### src/rtl/arb_pkg.sv
// ----------------------------------------------------------------------------
// arb_pkg
//   Shared types and helpers for the round-robin grant arbiter.
//   - arb_state_t : arbiter FSM state encoding
//   - MAX_REQ     : widest requester vector onehot2idx accepts
//   - onehot2idx  : index of the set bit in a one-hot vector (0 for all-zero)
// ----------------------------------------------------------------------------
package arb_pkg;

  localparam int unsigned MAX_REQ = 32;

  typedef enum logic [1:0] {
    IDLE    = 2'b00,
    ARB     = 2'b01,
    GRANT   = 2'b10,
    RECOVER = 2'b11
  } arb_state_t;

  // OR of the indices of all set bits. For a one-hot input this is exactly
  // the index of the set bit, and an all-zero input gives 0.
  function automatic int unsigned onehot2idx(input logic [MAX_REQ-1:0] oh);
    int unsigned idx;
    idx = 0;
    for (int unsigned i = 0; i < MAX_REQ; i++) begin
      if (oh[i]) idx = idx | i;
    end
    return idx;
  endfunction

endpackage

### src/rtl/rr_pick.sv
// ----------------------------------------------------------------------------
// rr_pick
//   Combinational round-robin pick: selects the first set bit of i_req at or
//   after the one-hot i_prio position, wrapping from N_REQ-1 to 0.
// Ports
//   i_req        in  N_REQ  request vector
//   i_prio       in  N_REQ  one-hot priority pointer
//   o_pick       out N_REQ  one-hot winner (0 when i_req == 0)
//   o_pick_valid out 1      |i_req
// ----------------------------------------------------------------------------
module rr_pick #(
  parameter int N_REQ = 4
) (
  input  logic [N_REQ-1:0] i_req,
  input  logic [N_REQ-1:0] i_prio,
  output logic [N_REQ-1:0] o_pick,
  output logic             o_pick_valid
);

  logic [N_REQ-1:0]   w_at_or_after;
  logic [2*N_REQ-1:0] w_dbl;
  logic [2*N_REQ-1:0] w_lowest;

  // Bits at or above the prio position: prio-1 sets every bit below it.
  assign w_at_or_after = ~(i_prio - N_REQ'(1));

  // Lower half: requests at/after prio. Upper half: all requests, which only
  // wins when the lower half is empty (the wrap-around case).
  assign w_dbl    = {i_req, i_req & w_at_or_after};
  assign w_lowest = w_dbl & (~w_dbl + (2*N_REQ)'(1));

  assign o_pick       = w_lowest[N_REQ-1:0] | w_lowest[2*N_REQ-1:N_REQ];
  assign o_pick_valid = |i_req;

endmodule

### src/rtl/rr_grant_arbiter.sv
// ----------------------------------------------------------------------------
// rr_grant_arbiter
//   Shares one fixed-latency resource among N_REQ requesters. A grant is a
//   window of at most HOLD_CYCLES cycles, followed by GAP_CYCLES recovery
//   cycles. Priority rotates round-robin via a one-hot pointer.
//   FSM: IDLE -> ARB -> GRANT -> RECOVER -> IDLE.
// Ports
//   clk          in  1             clock, posedge
//   reset_n      in  1             synchronous active-low reset
//   i_req        in  N_REQ         level requests
//   i_release    in  1             holder ends its window early (GRANT only)
//   o_gnt        out N_REQ         one-hot grant, 0 when no grant
//   o_gnt_valid  out 1             |o_gnt
//   o_gnt_id     out clog2(N_REQ)  holder index, 0 when no grant
//   o_idle       out 1             FSM in IDLE
// ----------------------------------------------------------------------------
module rr_grant_arbiter
  import arb_pkg::*;
#(
  parameter int N_REQ       = 4,
  parameter int HOLD_CYCLES = 3,
  parameter int GAP_CYCLES  = 1
) (
  input  logic                     clk,
  input  logic                     reset_n,
  input  logic [N_REQ-1:0]         i_req,
  input  logic                     i_release,
  output logic [N_REQ-1:0]         o_gnt,
  output logic                     o_gnt_valid,
  output logic [$clog2(N_REQ)-1:0] o_gnt_id,
  output logic                     o_idle
);

  localparam int ID_W   = $clog2(N_REQ);
  localparam int HOLD_W = $clog2(HOLD_CYCLES + 1);
  // A zero gap still needs a one-bit (unused) counter to stay legal.
  localparam int GAP_W  = (GAP_CYCLES > 0) ? $clog2(GAP_CYCLES + 1) : 1;

  arb_state_t         r_state;
  logic [N_REQ-1:0]   r_prio;
  logic [N_REQ-1:0]   r_winner;
  logic [HOLD_W-1:0]  r_hold_cnt;
  logic [GAP_W-1:0]   r_gap_cnt;

  arb_state_t         w_state_nxt;
  logic [N_REQ-1:0]   w_prio_nxt;
  logic [N_REQ-1:0]   w_winner_nxt;
  logic [HOLD_W-1:0]  w_hold_nxt;
  logic [GAP_W-1:0]   w_gap_nxt;

  logic [N_REQ-1:0]   w_pick;
  logic               w_pick_valid;

  rr_pick #(.N_REQ(N_REQ)) u_pick (
    .i_req        (i_req),
    .i_prio       (r_prio),
    .o_pick       (w_pick),
    .o_pick_valid (w_pick_valid)
  );

  always_comb begin
    // NOTE: every output of this block gets a default first so no path leaves
    // it unassigned; that is what keeps the tool from inferring latches.
    w_state_nxt  = r_state;
    w_prio_nxt   = r_prio;
    w_winner_nxt = r_winner;
    w_hold_nxt   = r_hold_cnt;
    w_gap_nxt    = r_gap_cnt;

    case (r_state)
      IDLE: begin
        if (|i_req) w_state_nxt = ARB;
      end

      ARB: begin
        if (w_pick_valid) begin
          w_state_nxt  = GRANT;
          w_winner_nxt = w_pick;
          // Next search starts just past the winner; bit N_REQ-1 wraps to 0.
          w_prio_nxt   = {w_pick[N_REQ-2:0], w_pick[N_REQ-1]};
          w_hold_nxt   = HOLD_W'(HOLD_CYCLES - 1);
        end else begin
          // Request vanished before arbitration: no grant, prio untouched.
          w_state_nxt = IDLE;
        end
      end

      GRANT: begin
        // Release and an expired window collapse into one exit.
        if (i_release || (r_hold_cnt == '0)) begin
          if (GAP_CYCLES > 0) begin
            w_state_nxt = RECOVER;
            w_gap_nxt   = GAP_W'(GAP_CYCLES - 1);
          end else begin
            w_state_nxt = IDLE;
          end
        end else begin
          w_hold_nxt = r_hold_cnt - HOLD_W'(1);
        end
      end

      RECOVER: begin
        if (r_gap_cnt == '0) w_state_nxt = IDLE;
        else                 w_gap_nxt   = r_gap_cnt - GAP_W'(1);
      end

      default: w_state_nxt = IDLE;
    endcase
  end

  // Reset is sampled on the clock edge only; an in-flight grant is dropped
  // at that same edge.
  always_ff @(posedge clk) begin
    // NOTE: registers use non-blocking assignments so every flop samples the
    // pre-edge values, independent of statement order.
    if (!reset_n) begin
      r_state    <= IDLE;
      r_prio     <= N_REQ'(1);
      r_winner   <= '0;
      r_hold_cnt <= '0;
      r_gap_cnt  <= '0;
    end else begin
      r_state    <= w_state_nxt;
      r_prio     <= w_prio_nxt;
      r_winner   <= w_winner_nxt;
      r_hold_cnt <= w_hold_nxt;
      r_gap_cnt  <= w_gap_nxt;
    end
  end

  // Outputs decode registered state only: no path from i_req/i_release.
  assign o_gnt       = (r_state == GRANT) ? r_winner : '0;
  assign o_gnt_valid = |o_gnt;
  assign o_gnt_id    = ID_W'(onehot2idx(MAX_REQ'(o_gnt)));
  assign o_idle      = (r_state == IDLE);

endmodule

### config.mk
export PLATFORM = sky130hd
export DESIGN_NAME = rr_grant_arbiter
export DESIGN_NICKNAME = d
export VERILOG_FILES = /design/src/rtl/arb_pkg.sv /design/src/rtl/rr_pick.sv /design/src/rtl/rr_grant_arbiter.sv
export SDC_FILE = /design/constraint.sdc
export NUM_CORES = 1
export LEC_CHECK = 0
export BUFFER_PORTS_ARGS = -buffer_cell sky130_fd_sc_hd__buf_2
export CAP_MARGIN = 20
export CORE_AREA = 2 2 39 41
export DETAILED_ROUTE_END_ITERATION = 12
export DIE_AREA = 0 0 41 43
export GPL_ROUTABILITY_DRIVEN = 0
export PLACE_DENSITY = 0.65
export SYNTH_ARGS = -nofsm -noshare
export SYNTH_HDL_FRONTEND = slang
export SYNTH_SLANG_ARGS = --single-unit
export TNS_END_PERCENT = 100
### constraint.sdc
create_clock -name clk -period 3.8 [get_ports clk]
set_clock_uncertainty 0.15 [all_clocks]
set_input_delay 0.19 -clock clk [delete_from_list [all_inputs] [get_ports clk]]
set_output_delay 0.19 -clock clk [all_outputs]
set_load 0.05 [all_outputs]
==> results of run 1 <==
-- Yosys cell counts, types with 2 or more instances --
library cell | n | share of area
nand2b_1 | 2 | 0.021
a21oi_1 | 2 | 0.017
ha_1 | 2 | 0.042
inv_1 | 6 | 0.038
or4_4 | 2 | 0.038
dfxtp_1 | 9 | 0.30
nor2_1 | 5 | 0.031
and2_1 | 5 | 0.052
nand4_1 | 2 | 0.021
nand2_1 | 6 | 0.038
nand3_1 | 8 | 0.067
-- layout by cell type, fill, tap and decap left out, drive strengths merged --
master / netlist / routed
o221ai: 1 / 1
xnor2: 1 / 1
nor2: 5 / 5
or4: 2 / 2
nor4b: 1 / 1
clkbuf: 1 / 4
a21boi: 1 / 1
inv: 6 / 6
a21oi: 3 / 3
o211ai: 2 / 2
ha: 2 / 2
or3b: 1 / 1
or3: 1 / 1
or2: 2 / 2
nand3: 9 / 9
nand2: 6 / 6
buf: 0 / 14
nand4: 2 / 2
nor2b: 2 / 2
a31oi: 2 / 2
dfxtp: 9 / 9
a211oi: 1 / 1
o31ai: 1 / 1
a2111oi: 1 / 1
nand2b: 3 / 3
a22oi: 1 / 1
and2: 5 / 5
a31o: 1 / 1
-- logic make-up after synthesis --
| logic type | Yosys count | share of synthesized area |
|---|---|---|
| adders and majority gates | 2 | 0.0418 |
| AOI/OAI and AO/OA | 14 | 0.205 |
| xor gates and xnor gates | 1 | 0.0146 |
| DFF | 9 | 0.301 |
| and+or+nand+nor | 39 | 0.393 |
| buffers and inverters | 7 | 0.0439 |
-- power groups by stage --
stage | Combinational [µW] | Sequential [µW] | Clock, µW
final | 64.6 | 108 | 72.5
after global routing | 72.5 | 109 | 81.1
after CTS | 65.1 | 108 | 77.4
after detailed placement | 64.9 | 110 | 0
after global placement | 64.6 | 110 | 0
after floorplan | 50.6 | 108 | 0
-- worst max path at each step --
stage / depth (start not counted) / to / slack [ps]
5_1_grt: 5 / o_gnt_valid / 1590
3_3_place_gp: 5 / o_gnt_valid / 2010
4_1_cts: 5 / o_gnt_valid / 1700
3_5_place_dp: 5 / o_gnt_valid / 2000
6_report: 5 / o_gnt_valid / 1710
2_1_floorplan: 4 / o_gnt_valid / 1360
-- metrics by stage --
stage / hold slack, ps / area, µm² / std cells / worst slack [ps]
after detailed placement: 307 / 684 / 101 / 2000
after global placement: 295 / 684 / 101 / 2010
final: 63.8 / 711 / 105 / 1710
after floorplan: 205 / 598 / 72 / 1360
after CTS: 57.9 / 711 / 105 / 1700
after global routing: 75.9 / 711 / 105 / 1590
-- layout make-up --
| cell class | instances | area (µm²) |
|---|---|---|
| Clock buffer | 4 | 26.3 |
| Fill cell | 142 | 673 |
| Inverter | 6 | 22.5 |
| Multi-Input combinational cell | 56 | 392 |
| Sequential cell | 9 | 180 |
| Tap cell | 16 | 20.0 |
| Timing Repair Buffer | 14 | 70.1 |
-- routing by layer --
metal / vias to the layer above / part of all wire / GRT usage
met1: 256 / 0.44 / 0.208
met2: 14 / 0.48 / 0.275
li1: 296 / - / -
met3: 4 / 0.052 / 0.0942
met5: - / 0 / 0
met4: 0 / 0.021 / 0.0800
==> flow_metrics.env, run 1 <==
export IMPL_status="completed"
export IMPL_routed_wl_um=1240
export IMPL_die_area_um2=1760
export IMPL_die_y_um=43
export IMPL_synth_seq_cells=9
export IMPL_cts_buffers_inserted=3
export IMPL_root_buffer="clkbuf_4"
export IMPL_worstSetupStartpointType="flop"
export IMPL_portBuffers=14
export IMPL_max_clock_path_buffers=2
export IMPL_netlist_cell_type_count=34
export IMPL_cts_max_level=1
export IMPL_grt_max_degree=10
export IMPL_r2r_end="r_prio[1]$_SDFFE_PN0P_"
export IMPL_yosysWarnings=0
export IMPL_ys_seq_area_frac=0.301
export IMPL_n_antenna_cell=0
export IMPL_min_to="r_prio[0]$_SDFFE_PN1P_"
export IMPL_grt_ovfl_total=0
export IMPL_clk_pin_slew_ps=60
export IMPL_postCtsHoldBufs=0
export IMPL_ys_flop_type="dfxtp_1"
export IMPL_path_max_fanout=8
export IMPL_ant_nets=0
export IMPL_critPathBufInv=1
export IMPL_worstMarginPinSlew_ps=573
export IMPL_r2r_setup_slack_ps=1970
export IMPL_cts_sinks=9
export IMPL_irDropWorstVdd_uv=226
export IMPL_grt_pass1_wl_um=2100
export IMPL_cts_resized_gates=0
export IMPL_worstPathRequired_ps=3460
export IMPL_comb_power_share=0.263
export IMPL_cts_setup_buffers=0
export IMPL_routed_via_density=5.43
export IMPL_netlist_area_um2=598
export IMPL_cp_end_kind="output port"
export IMPL_cap_violations=0
export IMPL_drtPass1Iterations=4
export IMPL_die_x_um=41
export IMPL_fin_crit_ps=2090
export IMPL_synthArstFlopShare=0
export IMPL_worst_r2r_path_depth=6
export IMPL_clkPwrFrac=0.295
export IMPL_cp_slowest_cell="dfxtp_1"
export IMPL_antenna_found_initial=0
export IMPL_syn_inst=72
export IMPL_synth_edf_count=0
export IMPL_vias=570
export IMPL_p_sw_frac=0.322
export IMPL_relSlewSlack=0.614
export IMPL_hpwl_um=991
export IMPL_rsz0062_at_grt="no"
export IMPL_cp_cell_sequence="nor2b_1, and2_1, or2_1, or3_1, buf_2"
export IMPL_p_seq_frac=0.442
export IMPL_ios=15
export IMPL_hp_start="reset_n"
export IMPL_route_detailed_drc=0
export IMPL_hold_path_class="in2reg"
export IMPL_critPathMaxStageDelay_ps=340
export IMPL_clk_latency_ps=260
export IMPL_final_layout_size_suffix_gt1_frac=0.303
export IMPL_critPathKind="reg2out"
export IMPL_p_int_uw=166
export IMPL_detail_route_wl_per_cell_um=11.8
export IMPL_power_leakage_uw=0.000310
export IMPL_syn_to_final_growth_pct=18.8
export IMPL_period_share=0.550
export IMPL_cp_arrival_ps=1750
export IMPL_grt_pass1_vias=514
export IMPL_grtUsageTotal=0.183
export IMPL_finalPower_uw=245
export IMPL_cp_top_family="simple AND/OR/NAND/NOR gates"
export IMPL_hold_viol=0
export IMPL_cts_tree="done"
export IMPL_std_cell_rows=14
export IMPL_tns_ps=0
export IMPL_p_sw_uw=79.1
export IMPL_setup_violations=0
export IMPL_initialDrtViolationCount=11
export IMPL_fin_nets=99
export IMPL_slew_viol_final=0
export IMPL_core_area_um2=1380
export IMPL_r2r_start="r_prio[0]$_SDFFE_PN1P_"
export IMPL_power_density_nw_per_um2=345
export IMPL_fmax_ghz=0.479
export IMPL_synth_fp_nets=81
export IMPL_final_util=0.514
export IMPL_synthesis_area_per_instance_um2=8.31
export IMPL_initial_utilization=0.432
export IMPL_whs_path_depth=2
(Power assumes the default switching activity.)
==> inputs of run 2 (changes only) <==
Clock period 3.8 ns to 2.2 ns, I/O delays scaled along.
==> run 2 against run 1 <==
Against the previous run:
- sequential power grew 73%
- critical endpoint unchanged
- die area stayed put
- worst setup slack worse by 1600 ps
- global-route usage fell by 0.082 points
- hold slack lost 47 ps
- combinational power up 78%
- critical path type unchanged
- core utilization increased by 0.99 points
- critical path depth unchanged
==> flow_metrics.env, run 2 (synthesis gave the netlist of run 1 again) <==
export IMPL_die_y_um=43
export IMPL_fin_nets=100
export IMPL_irDropWorstVdd_uv=263
export IMPL_hold_viol=0
export IMPL_final_util=0.524
export IMPL_die_area_um2=1760
export IMPL_worstSetupStartpointType="flop"
export IMPL_power_leakage_uw=0.000315
export IMPL_mostFrequentLayoutCells="buf_2, dfxtp_1, nand3_1"
export IMPL_status="completed"
export IMPL_root_buffer="clkbuf_4"
export IMPL_core_area_um2=1380
export IMPL_final_common_cell="buf_2"
export IMPL_p_sw_uw=149
export IMPL_final_layout_size_suffix_gt1_frac=0.322
export IMPL_clkPwrFrac=0.311
export IMPL_vias=588
export IMPL_route_detailed_drc=0
export IMPL_critPathMaxStageDelay_ps=330
export IMPL_clk_pin_slew_ps=60
export IMPL_routed_via_density=5.55
export IMPL_cp_cell_sequence="nor2b_1, and2_2, or2_4, or3_1, buf_2"
export IMPL_clk_latency_ps=270
export IMPL_seq_area_um2=180
export IMPL_rsz0062_at_grt="no"
export IMPL_fillers=132
export IMPL_grtUsageTotal=0.182
export IMPL_hold_path_class="in2reg"
export IMPL_hpwl_um=1020
export IMPL_grt_pass1_vias=491
export IMPL_critPathBufInv=1
export IMPL_critPathKind="reg2out"
export IMPL_period_share=0.933
export IMPL_cp_slowest_cell="dfxtp_1"
export IMPL_syn_to_final_growth_pct=21.1
export IMPL_initialDrtViolationCount=16
export IMPL_tns_ps=0
export IMPL_comb_power_share=0.262
export IMPL_ant_nets=0
export IMPL_antenna_found_initial=0
export IMPL_finalPower_uw=438
export IMPL_path_max_fanout=8
export IMPL_cts_tree="done"
export IMPL_die_x_um=41
export IMPL_std_cell_rows=14
export IMPL_grt_max_degree=10
export IMPL_cts_resized_gates=0
export IMPL_max_clock_path_buffers=2
export IMPL_ios=15
export IMPL_fin_crit_ps=2050
export IMPL_routed_wl_um=1290
export IMPL_cp_arrival_ps=1790
export IMPL_portBuffers=14
export IMPL_n_antenna_cell=0
export IMPL_fmax_ghz=0.487
export IMPL_grt_ovfl_total=0
export IMPL_cp_top_family="simple AND/OR/NAND/NOR gates"
export IMPL_p_seq_frac=0.426
export IMPL_worstMarginPinSlew_ps=533
export IMPL_cts_max_level=1
export IMPL_slew_viol_final=0
export IMPL_cp_end_kind="output port"
export IMPL_power_density_nw_per_um2=605
export IMPL_worstPathRequired_ps=1940
export IMPL_detail_route_wl_per_cell_um=12.2
export IMPL_initial_utilization=0.432
export IMPL_p_int_uw=289
export IMPL_relSlewSlack=0.642
export IMPL_cts_buffers_inserted=3
export IMPL_grt_pass1_wl_um=2130
export IMPL_cts_sinks=9
export IMPL_drtPass1Iterations=4
export IMPL_p_sw_frac=0.340
export IMPL_setup_violations=0
export IMPL_cap_violations=0
export IMPL_multi_input_area_um2=395
run 2: changes by cell type in the layout (fill, tap and decap cells not counted):
cell and change:
or2_4 +1, and2_1 -1, or2_1 -1, dlygate4sd3_1 +1, and2_2 +1
run 2: final timing paths:
kind	startpoint	end	slack, ps	cells after the start
setup / recovery	flop	o_gnt_valid	150	5
hold / removal	i_release	r_hold_cnt[0]$_SDFFE_PN0P_	20	4
setup reg to reg	r_prio[0]$_SDFFE_PN1P_	r_winner[3]$_SDFFE_PN0P_	340	6
hold reg to reg	r_hold_cnt[0]$_SDFFE_PN0P_	r_hold_cnt[0]$_SDFFE_PN0P_	310	2
run 2: worst register-to-register path: stages, from the launching register on:
cell and delay [ps]:
dfxtp_1 420, inv_1 80, ha_1 330, a22oi_1 240, a21boi_1 310, nand3_2 130, a21oi_1 140
run 2: layout make-up:
cell class / count / area share
Multi-Input combinational cell: 56 / 0.546
Sequential cell: 9 / 0.249
Timing Repair Buffer: 15 / 0.111
Clock buffer: 4 / 0.0363
Inverter: 6 / 0.0311
Tap cell: 16 / 0.0276
run 2: timing repair:
item	CTS	global route
hold buffers	1	0
hold endpoints to repair	2	0
setup buffers	0	0
run 2: power by group through the flow:
stage          clock network [µW]  registers [µW]  logic [µW]
2_1_floorplan                   0             187        87.7
3_3_place_gp                    0             190         112
3_5_place_dp                    0             190         113
4_1_cts                       138             187         115
5_1_grt                       144             189         126
6_report                      137             187         115
run 2: metrics by stage:
step                area (µm²)  instances  setup WS, ps  hold WS [ps]
finish                     724        106           148          17.2
global route               724        106          49.7          54.9
CTS                        724        106           126          13.8
detailed placement         688        101           380           267
global placement           688        101           427           272
floorplan                  602         72          60.7           125
run 2: layer usage:
metal / global-route usage / up-vias / part of all wire
met5: 0 / - / 0
met3: 0.0471 / 5 / 0.060
met1: 0.241 / 263 / 0.43
met4: 0.120 / 0 / 0.029
met2: 0.250 / 21 / 0.48
li1: - / 299 / -
==> inputs of run 3 (changes only) <==
Settings changed: ABC_AREA set to 1, PLACE_DENSITY 0.65 to 0.62.
==> run 3 against run 2 <==
Against the previous run:
- global-route usage decreased by 2.0 points
- highest routed layer unchanged
- final cell count increased by 12%
- flip-flop and latch count unchanged
- total power decreased by 1.6%
- synthesized cell count increased by 17%
- sequential share of layout area increased by 1.6 points
- worst setup slack improved by 350 ps
- routed wire length decreased by 5.6%
==> flow_metrics.env, run 3 <==
export IMPL_core_area_um2=1380
export IMPL_synth_top_area_frac=0.326
export IMPL_route_detailed_drc=0
export IMPL_cts_max_level=1
export IMPL_yosysMostFrequentCell="nand2_1"
export IMPL_ys_seq_area_frac=0.326
export IMPL_die_area_um2=1760
export IMPL_cp_top_family="simple AND/OR/NAND/NOR gates"
export IMPL_grt_max_degree=9
export IMPL_cp_slowest_cell="dfxtp_1"
export IMPL_root_buffer="clkbuf_4"
export IMPL_cts_sinks=9
export IMPL_synth_area_leaders="dfxtp_1, nand2_1, inv_1"
export IMPL_synth_fp_nets=93
export IMPL_grt_pass1_vias=466
export IMPL_instances_no_fill=119
export IMPL_ios=15
export IMPL_hpwl_um=968
export IMPL_final_common_cell="nand2_1"
export IMPL_routed_wl_um=1220
export IMPL_synthesis_area_per_instance_um2=6.58
export IMPL_yosysWarnings=0
export IMPL_cp_end_kind="output port"
export IMPL_rsz0062_at_grt="no"
export IMPL_cts_tree="done"
export IMPL_worstMarginPinSlew_ps=252
export IMPL_cts_buffers_inserted=3
export IMPL_initialDrtViolationCount=12
export IMPL_fmax_ghz=0.587
export IMPL_dp_cells=114
export IMPL_hold_ws_ps=20.3
export IMPL_hold_viol=0
export IMPL_clk_pin_slew_ps=60
export IMPL_vias=589
export IMPL_fin_nets=113
export IMPL_power_density_nw_per_um2=635
export IMPL_initial_utilization=0.400
export IMPL_cts_setup_buffers=0
export IMPL_slew_viol_final=0
export IMPL_ant_nets=0
export IMPL_die_y_um=43
export IMPL_std_cell_rows=14
export IMPL_worstSetupStartpointType="flop"
export IMPL_tns_ps=0
export IMPL_grt_pass1_wl_um=1890
export IMPL_critPathMaxStageDelay_ps=400
export IMPL_relSlewSlack=0.833
export IMPL_cp_cell_sequence="inv_2, nand2_4, nor2_2, or3_1, buf_2"
export IMPL_n_antenna_cell=0
export IMPL_syn_inst=84
export IMPL_cp_arrival_ps=1440
export IMPL_netlist_top_cells_count="nand2_1, inv_1, nor2_1"
export IMPL_max_clock_path_buffers=2
export IMPL_synth_seq_cells=9
export IMPL_drtPass1Iterations=4
export IMPL_routed_via_density=4.95
export IMPL_period_share=0.774
export IMPL_synth_top_cell_by_area="dfxtp_1"
export IMPL_critPathKind="reg2out"
export IMPL_ys_flop_type="dfxtp_1"
export IMPL_grtUsageTotal=0.162
export IMPL_synth_edf_count=0
export IMPL_die_x_um=41
export IMPL_netlist_area_um2=553
export IMPL_grt_ovfl_total=0
export IMPL_fin_crit_ps=1700
export IMPL_syn_to_final_growth_pct=22.9
export IMPL_power_leakage_uw=0.000351
export IMPL_detail_route_wl_per_cell_um=10.3
export IMPL_antenna_found_initial=0
export IMPL_irDropWorstVdd_uv=399
export IMPL_fillers=145
export IMPL_final_layout_size_suffix_gt1_frac=0.233
export IMPL_status="completed"
export IMPL_synthArstFlopShare=0
export IMPL_critPathBufInv=2
export IMPL_setup_violations=0
export IMPL_clk_latency_ps=260
export IMPL_mostFrequentLayoutCells="nand2_1, inv_1, buf_2"
export IMPL_portBuffers=14
export IMPL_worstPathRequired_ps=1940
export IMPL_cap_violations=0
export IMPL_hold_path_class="in2reg"
export IMPL_path_max_fanout=8
export IMPL_netlist_cell_type_count=20
export IMPL_finalPower_uw=431
run 3: cell types whose count changed after synthesis, moves of 2 or more:
cell / before / now
a31oi_1: 1 / 3
or4_4: 2 / 0
and2_1: 5 / 0
nand3_1: 8 / 5
nand2b_1: 2 / 0
a21oi_1: 2 / 5
inv_1: 6 / 14
nor2_1: 5 / 10
nand2_1: 6 / 20
inv_2: 0 / 2
o21ai_0: 0 / 2
run 3: final timing paths:
kind                              start                          to  slack (ps)  depth (start not counted)
max reg2reg      r_prio[0]$_SDFFE_PN1P_      r_prio[2]$_SDFFE_PN0P_         680                         11
max             r_state[0]$_SDFFE_PN0P_                 o_gnt_valid         500                          5
min reg2reg  r_hold_cnt[0]$_SDFFE_PN0P_  r_hold_cnt[0]$_SDFFE_PN0P_         280                          1
min                            i_req[2]    r_winner[2]$_SDFFE_PN0P_          20                          3
run 3: cell families (layout without fill, tap and decap cells):
group | count (synthesis) | after routing | share of synthesized area
AO/OA/AOI/OAI | 14 | 14 | 0.149
adder cells (fa/ha/maj) | 2 | 2 | 0.0452
buffers and inverters | 16 | 35 | 0.109
AND/OR/NAND/NOR | 43 | 43 | 0.371
flip-flops | 9 | 9 | 0.326
run 3: repair_timing:
action / 4_1_cts / 5_1_grt
gates resized for setup: 0 / 0
endpoints found under the hold margin: 2 / 0
hold buffers: 1 / 0
run 3: layer usage:
metal / global-route usage / up-vias / routed length, µm
met5: 0 / - / 0
met4: 0.0400 / 0 / 6
met3: 0.0942 / 2 / 70
met2: 0.244 / 16 / 635
met1: 0.191 / 263 / 507
li1: - / 308 / -
run 3: power breakdown:
part           switching (µW)  leakage (µW)  internal (µW)
Sequential               10.5     0.0000740            176
Clock                    52.8     0.0000150           69.6
Combinational            81.9      0.000262           40.1
Total                     145      0.000351            286
run 3: worst reg2reg max path: cells and delay by family, from the launching register on:
family | cells | cell delay (ps)
simple gates | 7 | 440
flops | 1 | 320
buf+inv | 2 | 130
compound gates | 1 | 110
fa+ha+maj | 1 | 310
run 3: layout make-up:
type	count	area, µm²	share of cell area
clock buffer	4	26.3	0.0387
timing repair buffer	15	80.1	0.118
sequential	9	180	0.265
inverter	16	60.1	0.0884
tap	16	20.0	0.0295
multi-input combinational	59	313	0.460
run 3: through the flow:
stage,setup slack [ps],area [µm²],utilization
after floorplan,161,553,-
after global placement,708,643,0.465
after detailed placement,703,643,0.465
after CTS,481,679,0.491
after global routing,422,679,0.491
final,497,679,0.491
